<file path="src/rtl/sum_accumulator.sv">
// rtl/sum_accumulator.sv - block-sum accumulator over a valid/ready stream of {carry, sum} values
// Optional macro SUM_ACC_SAT_EN: saturate the accumulator at all ones instead of wrapping.
module sum_accumulator #(
  parameter int IN_W  = 8,
  parameter int ACC_W = 16,
  parameter int CNT_W = 8
) (
  input  logic             clk,
  input  logic             rst,
  input  logic             start,
  input  logic [CNT_W-1:0] len,
  input  logic             in_valid,
  output logic             in_ready,
  input  logic [IN_W-1:0]  in_sum,
  input  logic             in_carry,
  output logic             busy,
  output logic             out_valid,
  input  logic             out_ready,
  output logic [ACC_W-1:0] out_acc,
  output logic             out_ovf,
  output logic [CNT_W-1:0] out_count
);

  typedef enum logic [1:0] {
    S_IDLE,
    S_ACCUM,
    S_DONE
  } state_t;

  state_t           state_q, state_d;
  logic [ACC_W-1:0] acc_q, acc_d;
  logic [CNT_W-1:0] cnt_q, cnt_d;
  logic [CNT_W-1:0] len_q, len_d;
  logic             ovf_q, ovf_d;

  logic [ACC_W:0]   x_val;
  logic [ACC_W:0]   sum;
  logic [ACC_W-1:0] acc_add;
  logic             beat;
  logic             last_beat;

  // One extra bit above the accumulator catches the carry out of every add.
  assign x_val = {{(ACC_W-IN_W){1'b0}}, in_carry, in_sum};
  assign sum   = {1'b0, acc_q} + x_val;

`ifdef SUM_ACC_SAT_EN
  assign acc_add = sum[ACC_W] ? {ACC_W{1'b1}} : sum[ACC_W-1:0];
`else
  assign acc_add = sum[ACC_W-1:0];
`endif

  assign beat      = in_valid && in_ready;
  assign last_beat = (cnt_q == len_q - CNT_W'(1));

  always_ff @(posedge clk) begin
    if (rst) begin
      state_q <= S_IDLE;
    end else begin
      state_q <= state_d;
    end
  end

  always_comb begin
    state_d = state_q;
    case (state_q)
      S_IDLE: begin
        if (start) begin
          state_d = (len == '0) ? S_DONE : S_ACCUM;
        end
      end
      S_ACCUM: begin
        if (beat && last_beat) begin
          state_d = S_DONE;
        end
      end
      S_DONE: begin
        if (out_ready) begin
          state_d = S_IDLE;
        end
      end
      default: state_d = S_IDLE;
    endcase
  end

  always_comb begin
    in_ready  = 1'b0;
    out_valid = 1'b0;
    busy      = 1'b0;
    case (state_q)
      S_ACCUM: begin
        in_ready = 1'b1;
        busy     = 1'b1;
      end
      S_DONE: begin
        out_valid = 1'b1;
        busy      = 1'b1;
      end
      default: ;
    endcase
  end

  // Datapath registers only move on an accepted start or an accepted beat.
  always_comb begin
    acc_d = acc_q;
    cnt_d = cnt_q;
    len_d = len_q;
    ovf_d = ovf_q;
    if (state_q == S_IDLE && start) begin
      acc_d = '0;
      cnt_d = '0;
      ovf_d = 1'b0;
      len_d = len;
    end else if (beat) begin
      acc_d = acc_add;
      cnt_d = cnt_q + CNT_W'(1);
      ovf_d = ovf_q | sum[ACC_W];
    end
  end

  always_ff @(posedge clk) begin
    if (rst) begin
      acc_q <= '0;
      cnt_q <= '0;
      len_q <= '0;
      ovf_q <= 1'b0;
    end else begin
      acc_q <= acc_d;
      cnt_q <= cnt_d;
      len_q <= len_d;
      ovf_q <= ovf_d;
    end
  end

  assign out_acc   = acc_q;
  assign out_ovf   = ovf_q;
  assign out_count = cnt_q;

endmodule
</file>
<file path="config.mk">
export PLATFORM = sky130hd
export DESIGN_NAME = sum_accumulator
export DESIGN_NICKNAME = d
export VERILOG_FILES = /design/src/rtl/sum_accumulator.sv
export SDC_FILE = /design/constraint.sdc
export NUM_CORES = 1
export LEC_CHECK = 0
export ABC_CLOCK_PERIOD_IN_PS = 3000
export BUFFER_PORTS_ARGS = -buffer_cell sky130_fd_sc_hd__clkbuf_2
export CELL_PAD_IN_SITES_DETAIL_PLACEMENT = 1
export CELL_PAD_IN_SITES_GLOBAL_PLACEMENT = 1
export CORE_UTILIZATION = 39
export DETAILED_ROUTE_END_ITERATION = 8
export PLACE_DENSITY = 0.86
export SLEW_MARGIN = 20
export SYNTH_ARGS = -nofsm -noshare
export SYNTH_HDL_FRONTEND = slang
export SYNTH_SLANG_ARGS = --single-unit
</file>
<file path="constraint.sdc">
create_clock -name clk -period 3 [get_ports clk]
set_input_delay 0.6 -clock clk [delete_from_list [all_inputs] [get_ports clk]]
set_output_delay 0.6 -clock clk [all_outputs]
set_load 0.03 [all_outputs]
</file>
==> results.yml, run 1 <==
status:
  status: "finished clean"
pwr:
  power.total_mw: 1.30
  leakage_nw: 1.13
  powerDensity_mw_per_mm2: 527
  swShare_pct: 32.2
  p_sw_uw: 419
  sequentialPowerShare_pct: 39.4
  combPwrFrac_pct: 26.2
  pwr-share-clk_pct: 34.3
  vdd_drop_max_mv: 0.377
  intPower_uw: 883
grt:
  antenna_found_initial: 0
  grt-ovfl-total: 0
  grt_pass1_vias: 2094
  grt_first_pass_wirelength_um: 9940
  grt_max_degree: 18
  gr-usage-all-layers_pct: 23.4
die:
  die-area_mm2: 0.00553
  ioPinCount: 50
  die-width_um: 74.4
  start_util_pct: 41.8
  core_area_mm2: 0.00488
  die_h_um: 74.4
  placementRows: 25
worst_setup_path:
  cp_slowest_cell: "o41a_1"
  cp.buffers_inverters: 1
  crit_fanout: 5
  r2r_setup_slack_ps: 620
  crit-reg2reg-launch: "len_q[0]"
  cp-end-kind: "register"
  cp_top_family: "compound AO/OA/AOI/OAI gates"
  cp-start-kind: "register"
  regToRegEndpoint: "state_q[0]"
  reg2reg_depth: 8
  path_class: "register to register"
  cpPeakStageDelay_ps: 490
  cp_cell_sequence: "inv_1, ha_1, o21ba_1, a221oi_1, a41oi_1, o41a_1, or3_1, a21oi_1"
  cp.arrival_ps: 2610
  crit_required_ps: 3230
route:
  drt_first_pass_iters: 4
  vias_per_cell: 5.45
  drc: 0
  wl_um: 5790
  ant_nets: 0
  wl_per_cell_um: 15.6
  drt_iter0_markers: 132
  via_count: 2021
yosys:
  ys_types: 41
  avgSynthCellArea_um2: 8.07
  ys_ff_latch: 35
  yosysMostFrequentCell: "nand2_1"
  synth_nets: 290
  yosysTopAreaCellShare_pct: 34.3
  yosys-top-cells-area: "dfxtp_1 (34%), ha_1 (8.6%), nand2_1 (8.1%)"
  synth_commonest_cells: "nand2_1 (44), dfxtp_1 (35), a21oi_1 (24), nor2_1 (17), ha_1 (14)"
  synthArstFlopShare_pct: 0
  synth_edf_count: 0
  syn_inst: 253
  syn_area_mm2: 0.00204
  yosys_warnings: 0
  synth_top_flop_cell: "dfxtp_1"
  synth_top_cell_by_area: "dfxtp_1"
  synth-seq-area-share_pct: 34.3
min_path:
  min_path_type: "register to register"
  hold_depth: 2
  min_to: "out_acc[3]"
  hp-start: "out_acc[3]"
cts:
  cts_root_buffer: "clkbuf_8"
  clk_latency_ps: 290
  clk_pin_slew_worst_paths_ps: 70
  cts_setup_buffers: 0
  htree_num_levels: 2
  cts_resized: 0
  cts_tree: "built"
  numCtsBuffers: 5
  ctsHoldBuffers: 0
  clock_path_buffers: 2
  cts.sinks: 35
sta:
  finalHoldViolCount: 0
  relSlewSlack_pct: 54.6
  setup_ws_ps: 616
  holdWs_ps: 483
  final.setup.tns_ps: 0
  worstMarginPinSlew_ps: 678
  max_clock_freq_mhz: 419
  fin_skew_ps: 4.68
  rsz0062_at_grt: "no"
  maxSlewViolCount: 0
  fin_crit_sh_pct: 79.5
  post-route-min-period_ps: 2380
  setup_violations: 0
place:
  numPortBuffers: 49
  place_congestion: 0.839
  dp_slack_ps: 431
  dp_hpwl_um: 4450
final_layout:
  nets: 340
  area_growth_pct: 21.1
  diodes: 0
  drive_above_1_share_pct: 20.4
job:
  maxCapViolations: 0
[flip-flops by register name, summed over array words and instances (netlist names)]
| register | count |
|---|---|
| out_count | 8 |
| out_ovf | 1 |
| len_q | 8 |
| state_q | 2 |
| out_acc | 16 |
[power groups by stage]
stage	registers, mW	clock network (mW)	logic [mW]
5_1_grt	0.517	0.476	0.380
3_5_place_dp	0.524	0	0.339
6_report	0.513	0.447	0.342
4_1_cts	0.513	0.459	0.343
2_1_floorplan	0.530	0	0.234
3_3_place_gp	0.522	0	0.322
[routing by layer]
metal	vias to the layer above	global-route usage [%]	part of all wire, %
met5	-	0	0
met2	50	37.5	47
met4	0	11.1	2.0
met3	11	4.07	3.1
met1	963	30.5	48
li1	997	-	-
[metrics by stage]
step	utilization [%]	instances	instance area [um^2]
finish	50.7	371	2470
floorplan	-	253	2040
detailed placement	48.3	363	2360
global route	50.7	371	2470
global placement	48.3	363	2360
CTS	50.7	371	2470
[tightest hold or removal path, delay by kind of cell, from the launching register on]
kind | cells | cell delay, ps
simple gates | 1 | 60
flops | 1 | 330
compound gates | 1 | 50
[cell families (layout without fill, tap and decap cells)]
logic type                 after synthesis  in the layout  share of synthesized area [%]
AOI/OAI and AO/OA                       58             58                           18.1
muxes                                    1              1                          0.490
and+or+nand+nor                        107            107                           25.2
xor gates and xnor gates                21             21                           9.01
adders and majority gates               15             15                           9.56
buffers and inverters                   16             67                           3.31
DFF                                     35             35                           34.3
[cells in the final DEF (no fill, tap or decap), types with 3 or more instances in the layout]
cell      count
clkbuf_2     49
nand2_1      44
dfxtp_1      35
a21oi_1      24
nor2_1       17
ha_1         14
xnor2_1      11
xor2_1       10
o21ai_0       8
nand4_1       7
inv_1         6
nand3_1       6
nor3_1        6
clkbuf_8      6
and3_1        5
or4_1         5
a21o_1        4
and2_1        4
o211ai_1      4
or3_1         4
buf_4         4
nor4_1        3
a31oi_1       3
[area by class of cell]
class,count,area (um^2)
multi-input combinational,202,1270
inverter,6,22.5
tap,67,83.8
clock buffer,6,82.6
clock inverter,2,35.0
fill,645,2410
timing repair buffer,53,275
sequential,35,701
[how the worst max path moves through the flow]
stage,endpoint,start,cells past startpoint
3_5_place_dp,out_acc[10],in_sum[0],9
2_1_floorplan,out_acc[15],in_sum[3],7
4_1_cts,state_q[0],len_q[0],8
3_3_place_gp,out_acc[10],in_sum[0],9
6_report,state_q[0],len_q[0],8
5_1_grt,state_q[0],len_q[0],8
Power figures use the tool's default switching activity.
==> inputs of run 2 (changes only) <==
--- a/config.mk
+++ b/config.mk
@@ -5,11 +5,12 @@
 export SDC_FILE = /design/constraint.sdc
 export NUM_CORES = 1
 export LEC_CHECK = 0
-export ABC_CLOCK_PERIOD_IN_PS = 3000
+export ABC_AREA = 1
+export ABC_CLOCK_PERIOD_IN_PS = 2300
 export BUFFER_PORTS_ARGS = -buffer_cell sky130_fd_sc_hd__clkbuf_2
 export CELL_PAD_IN_SITES_DETAIL_PLACEMENT = 1
 export CELL_PAD_IN_SITES_GLOBAL_PLACEMENT = 1
-export CORE_UTILIZATION = 39
+export CORE_UTILIZATION = 38
 export DETAILED_ROUTE_END_ITERATION = 8
 export PLACE_DENSITY = 0.86
 export SLEW_MARGIN = 20
==> constraint.sdc (replaced) <==
create_clock -name clk -period 2.3 [get_ports clk]
set_input_delay 0.46 -clock clk [delete_from_list [all_inputs] [get_ports clk]]
set_output_delay 0.46 -clock clk [all_outputs]
set_load 0.03 [all_outputs]
==> results.yml, run 2 <==
status:
  status: "finished clean"
yosys:
  syn_area_mm2: 0.00221
  synth_edf_count: 0
  ys_ff_latch: 35
  synth_nets: 363
  yosysMostFrequentCell: "nand2_1"
  yosys-top-cells-area: "dfxtp_1 (32%), nand2_1 (11%), inv_1 (8.0%)"
  synth_top_cell_by_area: "dfxtp_1"
  synth-seq-area-share_pct: 31.7
  ys_types: 34
  avgSynthCellArea_um2: 6.77
  yosys_warnings: 0
  synthArstFlopShare_pct: 0
  synth_top_flop_cell: "dfxtp_1"
  synth_commonest_cells: "nand2_1 (63), inv_1 (47), nor2_1 (44), dfxtp_1 (35), a21oi_1 (25)"
  yosysTopAreaCellShare_pct: 31.7
  syn_inst: 326
pwr:
  pwr-share-clk_pct: 23.9
  vdd_drop_max_mv: 0.682
  intPower_mw: 1.42
  leakage_nw: 1.36
  powerDensity_mw_per_mm2: 927
  combPwrFrac_pct: 45.2
  p_sw_mw: 1.05
  sequentialPowerShare_pct: 31.0
  swShare_pct: 42.5
sta:
  worstMarginPinSlew_ps: 363
  holdWs_ps: 439
  fin_skew_ps: 9.38
  maxSlewViolCount: 0
  final.setup.tns_ps: 0
  finalHoldViolCount: 0
  post-route-min-period_ps: 1940
  setup_violations: 0
  fin_crit_sh_pct: 84.4
  relSlewSlack_pct: 75.6
  max_clock_freq_mhz: 515
  rsz0062_at_grt: "no"
cts:
  cts.sinks: 35
  numCtsBuffers: 5
  cts_root_buffer: "clkbuf_8"
  cts_setup_buffers: 0
  htree_num_levels: 2
  cts_tree: "built"
  clk_pin_slew_worst_paths_ps: 80
  ctsHoldBuffers: 0
  clk_latency_ps: 290
  cts_resized: 0
  clock_path_buffers: 2
worst_setup_path:
  cp_slowest_cell: "fa_1"
  cp.arrival_ps: 2140
  reg2reg_depth: 10
  cp_cell_sequence: "ha_1, fa_1, nand3_1, nand2_1, a21boi_2, nor2_1, nor2_1, xnor2_1, o21ai_0, inv_1"
  cpMostUsedCell: "nor2_1"
  crit_required_ps: 2490
  cpPeakStageDelay_ps: 430
  cp.buffers_inverters: 1
  cp-start-kind: "register"
  cp-end-kind: "register"
  path_depth: 10
  crit_fanout: 3
  path_class: "register to register"
  cp_top_family: "adder cells"
final_layout:
  area_growth_pct: 20.7
  layout_commonest_cell: "nand2_1"
  largest_register_ff_count: 16
  nets: 418
  nFillCells: 788
  final_cell_mix: "nand2_1 (63), clkbuf_2 (49), inv_1 (47), nor2_1 (44), dfxtp_1 (35)"
  drive_above_1_share_pct: 19.1
  diodes: 0
die:
  start_util_pct: 39.8
  core_area_mm2: 0.00554
  placementRows: 27
  die-area_mm2: 0.00612
  die-width_um: 78.2
  ioPinCount: 50
  die_h_um: 78.2
route:
  wl_met3_um: 217
  route.met2.wl_um: 2910
  drt_first_pass_iters: 4
  maxUsedRoutingLayer: "met4"
  via_count: 2228
  drt_iter0_markers: 50
  wl_per_cell_um: 12.9
  wl_um: 5840
  vias_per_cell: 4.91
  ant_nets: 0
  drc: 0
  wl_met1_um: 2620
grt:
  antenna_found_initial: 0
  grt_max_degree: 15
  grt-ovfl-total: 0
  grt_first_pass_wirelength_um: 10100
  gr-usage-all-layers_pct: 20.9
  grt_pass1_vias: 2225
place:
  dp_hpwl_um: 4580
  numPortBuffers: 49
  place_congestion: 0.803
job:
  maxCapViolations: 0
min_path:
  hold_depth: 3
  min_path_type: "input port to register"
run 2: cell type report:
type / instances / area, um^2 / share of cell area (%)
inverter: 50 / 188 / 7.05
clock inverter: 2 / 35.0 / 1.32
clock buffer: 6 / 82.6 / 3.10
timing repair buffer: 53 / 275 / 10.3
multi-input combinational: 236 / 1290 / 48.5
tap: 72 / 90.1 / 3.38
sequential: 35 / 701 / 26.3
run 2: tightest hold or removal path: cells and delay by family:
family,cells,cell delay (ps)
buffers and inverters,1,90
AO/OA/AOI/OAI,1,70
AND/OR/NAND/NOR,1,70
run 2: final timing paths:
path                                  from    endpoint  slack, ps
worst max-delay path            out_acc[0]  out_acc[8]        360
worst min-delay path                len[7]    len_q[7]        440
worst max register to register  out_acc[0]  out_acc[8]        360
worst min register to register     out_ovf     out_ovf        460
run 2: layer usage:
metal	global-route usage, %	vias to the layer above
li1	-	1155
met1	24.6	1021
met2	37.8	43
met3	4.42	9
met4	6.30	0
met5	0	-
run 2: logic make-up (layout without fill, tap and decap cells):
| logic type | after synthesis | in the layout | share of synthesized area (%) |
|---|---|---|---|
| simple gates | 152 | 152 | 30.8 |
| compound gates | 54 | 54 | 13.0 |
| fa+ha+maj | 15 | 15 | 8.84 |
| xor+xnor | 15 | 15 | 5.95 |
| flops | 35 | 35 | 31.7 |
| buf+inv | 55 | 111 | 9.69 |
run 2: power groups by stage:
stage	Combinational, mW	Clock [mW]	Sequential, mW
4_1_cts	1.13	0.606	0.765
3_5_place_dp	1.11	0	0.779
3_3_place_gp	1.07	0	0.775
6_report	1.11	0.590	0.764
2_1_floorplan	0.789	0	0.822
5_1_grt	1.26	0.628	0.780
run 2: metrics by stage:
step	setup WS [ps]	area (um^2)	std cells	total power [mW]	util, %
2_1_floorplan	396	2210	326	1.61	-
3_3_place_gp	223	2550	446	1.84	46.0
3_5_place_dp	126	2550	446	1.89	46.0
4_1_cts	352	2660	454	2.50	48.1
5_1_grt	129	2660	454	2.67	48.1
6_report	359	2660	454	2.47	48.1
==> inputs of run 3 (changes only) <==
--- a/config.mk
+++ b/config.mk
@@ -6,7 +6,7 @@
 export NUM_CORES = 1
 export LEC_CHECK = 0
 export ABC_AREA = 1
-export ABC_CLOCK_PERIOD_IN_PS = 2300
+export ABC_CLOCK_PERIOD_IN_PS = 1850
 export BUFFER_PORTS_ARGS = -buffer_cell sky130_fd_sc_hd__clkbuf_2
 export CELL_PAD_IN_SITES_DETAIL_PLACEMENT = 1
 export CELL_PAD_IN_SITES_GLOBAL_PLACEMENT = 1
==> constraint.sdc (replaced) <==
create_clock -name clk -period 1.85 [get_ports clk]
set_input_delay 0.37 -clock clk [delete_from_list [all_inputs] [get_ports clk]]
set_output_delay 0.37 -clock clk [all_outputs]
set_load 0.03 [all_outputs]
==> results.yml, run 3 (same netlist as run 2, synthesis figures left out) <==
status:
  status: "finished clean"
worst_setup_path:
  reg2reg_depth: 14
  cpPeakStageDelay_ps: 340
  path_class: "register to register"
  cp_cell_sequence: "inv_1, ha_1, inv_1, nand2_1, nand3_1, nor2_1, nand3_1, nor2_2, nand3_2, nand2_2, nand2_2, nand2_1, nand2_1, nor2_1"
  cpMostUsedCell: "nand2_1"
  cp.arrival_ps: 2060
  crit_fanout: 4
  crit_required_ps: 2090
  crit-reg2reg-launch: "len_q[1]"
  r2r_setup_slack_ps: 30
  cp-end-kind: "register"
  cp_slowest_cell: "dfxtp_2"
  cp-start-kind: "register"
  cp.buffers_inverters: 2
  cp_top_family: "simple AND/OR/NAND/NOR gates"
  regToRegEndpoint: "state_q[0]"
route:
  drt_first_pass_iters: 4
  wl_met3_um: 238
  route.met2.wl_um: 3250
  wl_per_cell_um: 13.6
  vias_per_cell: 5.02
  ant_nets: 0
  maxUsedRoutingLayer: "met4"
  wl_um: 6370
  wl_met1_um: 2710
  drt_iter0_markers: 61
  via_count: 2348
  drc: 0
pwr:
  power.total_mw: 3.28
  leakage_nw: 1.44
  powerDensity_mw_per_mm2: 1140
  vdd_drop_max_mv: 1.07
grt:
  grt_max_degree: 20
  gr-usage-all-layers_pct: 21.5
  grt_pass1_vias: 2392
  grt-ovfl-total: 0
  grt_first_pass_wirelength_um: 10300
  antenna_found_initial: 0
die:
  start_util_pct: 39.8
  die-width_um: 78.2
  die_h_um: 78.2
  core_area_mm2: 0.00554
  placementRows: 27
  ioPinCount: 50
  die-area_mm2: 0.00612
final_layout:
  drive_above_1_share_pct: 27.5
  area_growth_pct: 29.8
  largest_register_ff_count: 16
  diodes: 0
  nets: 432
  layoutNonFillerInstCount: 468
  nFillCells: 744
  final_cell_mix: "nand2_1 (60), clkbuf_2 (49), inv_1 (46), nor2_1 (42), dfxtp_1 (30)"
  seqCellArea_um2: 707
  multi_input_area_mm2: 0.00139
  layout_commonest_cell: "nand2_1"
cts:
  clk_latency_ps: 310
  numCtsBuffers: 5
  htree_num_levels: 2
  cts.sinks: 35
  clock_path_buffers: 2
  cts_tree: "built"
  clk_pin_slew_worst_paths_ps: 80
  ctsHoldBuffers: 0
  cts_root_buffer: "clkbuf_8"
min_path:
  min_path_type: "input port to register"
  hold_depth: 3
  hp-start: "len[7]"
  min_to: "len_q[7]"
sta:
  fin_crit_sh_pct: 98.5
  post-route-min-period_ps: 1820
  maxSlewViolCount: 0
  relSlewSlack_pct: 77.2
  max_clock_freq_mhz: 549
  fin_skew_ps: 6.65
  worstMarginPinSlew_ps: 339
  rsz0062_at_grt: "yes"
  finalHoldViolCount: 0
  setup_violations: 0
  holdWs_ps: 329
job:
  maxCapViolations: 0
place:
  dp_hpwl_um: 4820
  numPortBuffers: 49
  dp_cells: 457
  place_congestion: 0.891
run 3: through the flow:
step                area (um^2)  setup WS, ps  TNS (ps)  utilization, %
floorplan                  2210          16.2         0               -
detailed placement         2630          -111      -370            47.5
global placement           2630         -39.8     -39.8            47.5
global route               2870          -131      -353            51.7
CTS                        2760          16.3         0            49.9
finish                     2870          28.6         0            51.7
run 3: what timing repair did:
item,4_1_cts,5_1_grt
gates cloned,0,0
endpoints found under the setup margin,2,10
gates resized for setup,4,22
setup buffers,0,3
pin swaps,1,6
run 3: power breakdown:
group	internal [mW]	switching, mW	total [mW]
Clock	0.402	0.326	0.727
Combinational	0.588	0.998	1.59
Sequential	0.865	0.0979	0.963
run 3: layer usage:
layer | vias up | track usage [%]
met4 | 0 | 7.41
met5 | - | 0
met1 | 1108 | 24.5
met2 | 47 | 38.9
met3 | 12 | 5.00
li1 | 1181 | -
run 3: worst reg2reg max path, cell delays in order, from the launching register on:
cell	delay (ps)
dfxtp_2	340
inv_1	50
ha_1	290
inv_1	40
nand2_1	70
nand3_1	80
nor2_1	130
nand3_1	100
nor2_2	140
nand3_2	110
nand2_2	100
nand2_2	80
nand2_1	60
nand2_1	50
nor2_1	100
run 3: layout make-up:
cell class	count	area share (%)
timing repair buffer	67	13.3
clock inverter	3	1.53
inverter	50	6.64
clock buffer	5	2.40
tap	72	3.14
sequential	35	24.7
multi-input combinational	236	48.3
run 3: worst max path at each step:
stage / startpoint / endpoint / slack, ps / depth (start not counted)
floorplan: state_q[1] / out_count[7] / 20 / 12
global placement: in_sum[0] / out_acc[8] / -40 / 11
detailed placement: in_sum[0] / out_acc[8] / -110 / 11
CTS: state_q[1] / state_q[0] / 20 / 13
global route: len_q[1] / state_q[0] / -130 / 14
finish: len_q[1] / state_q[0] / 30 / 14
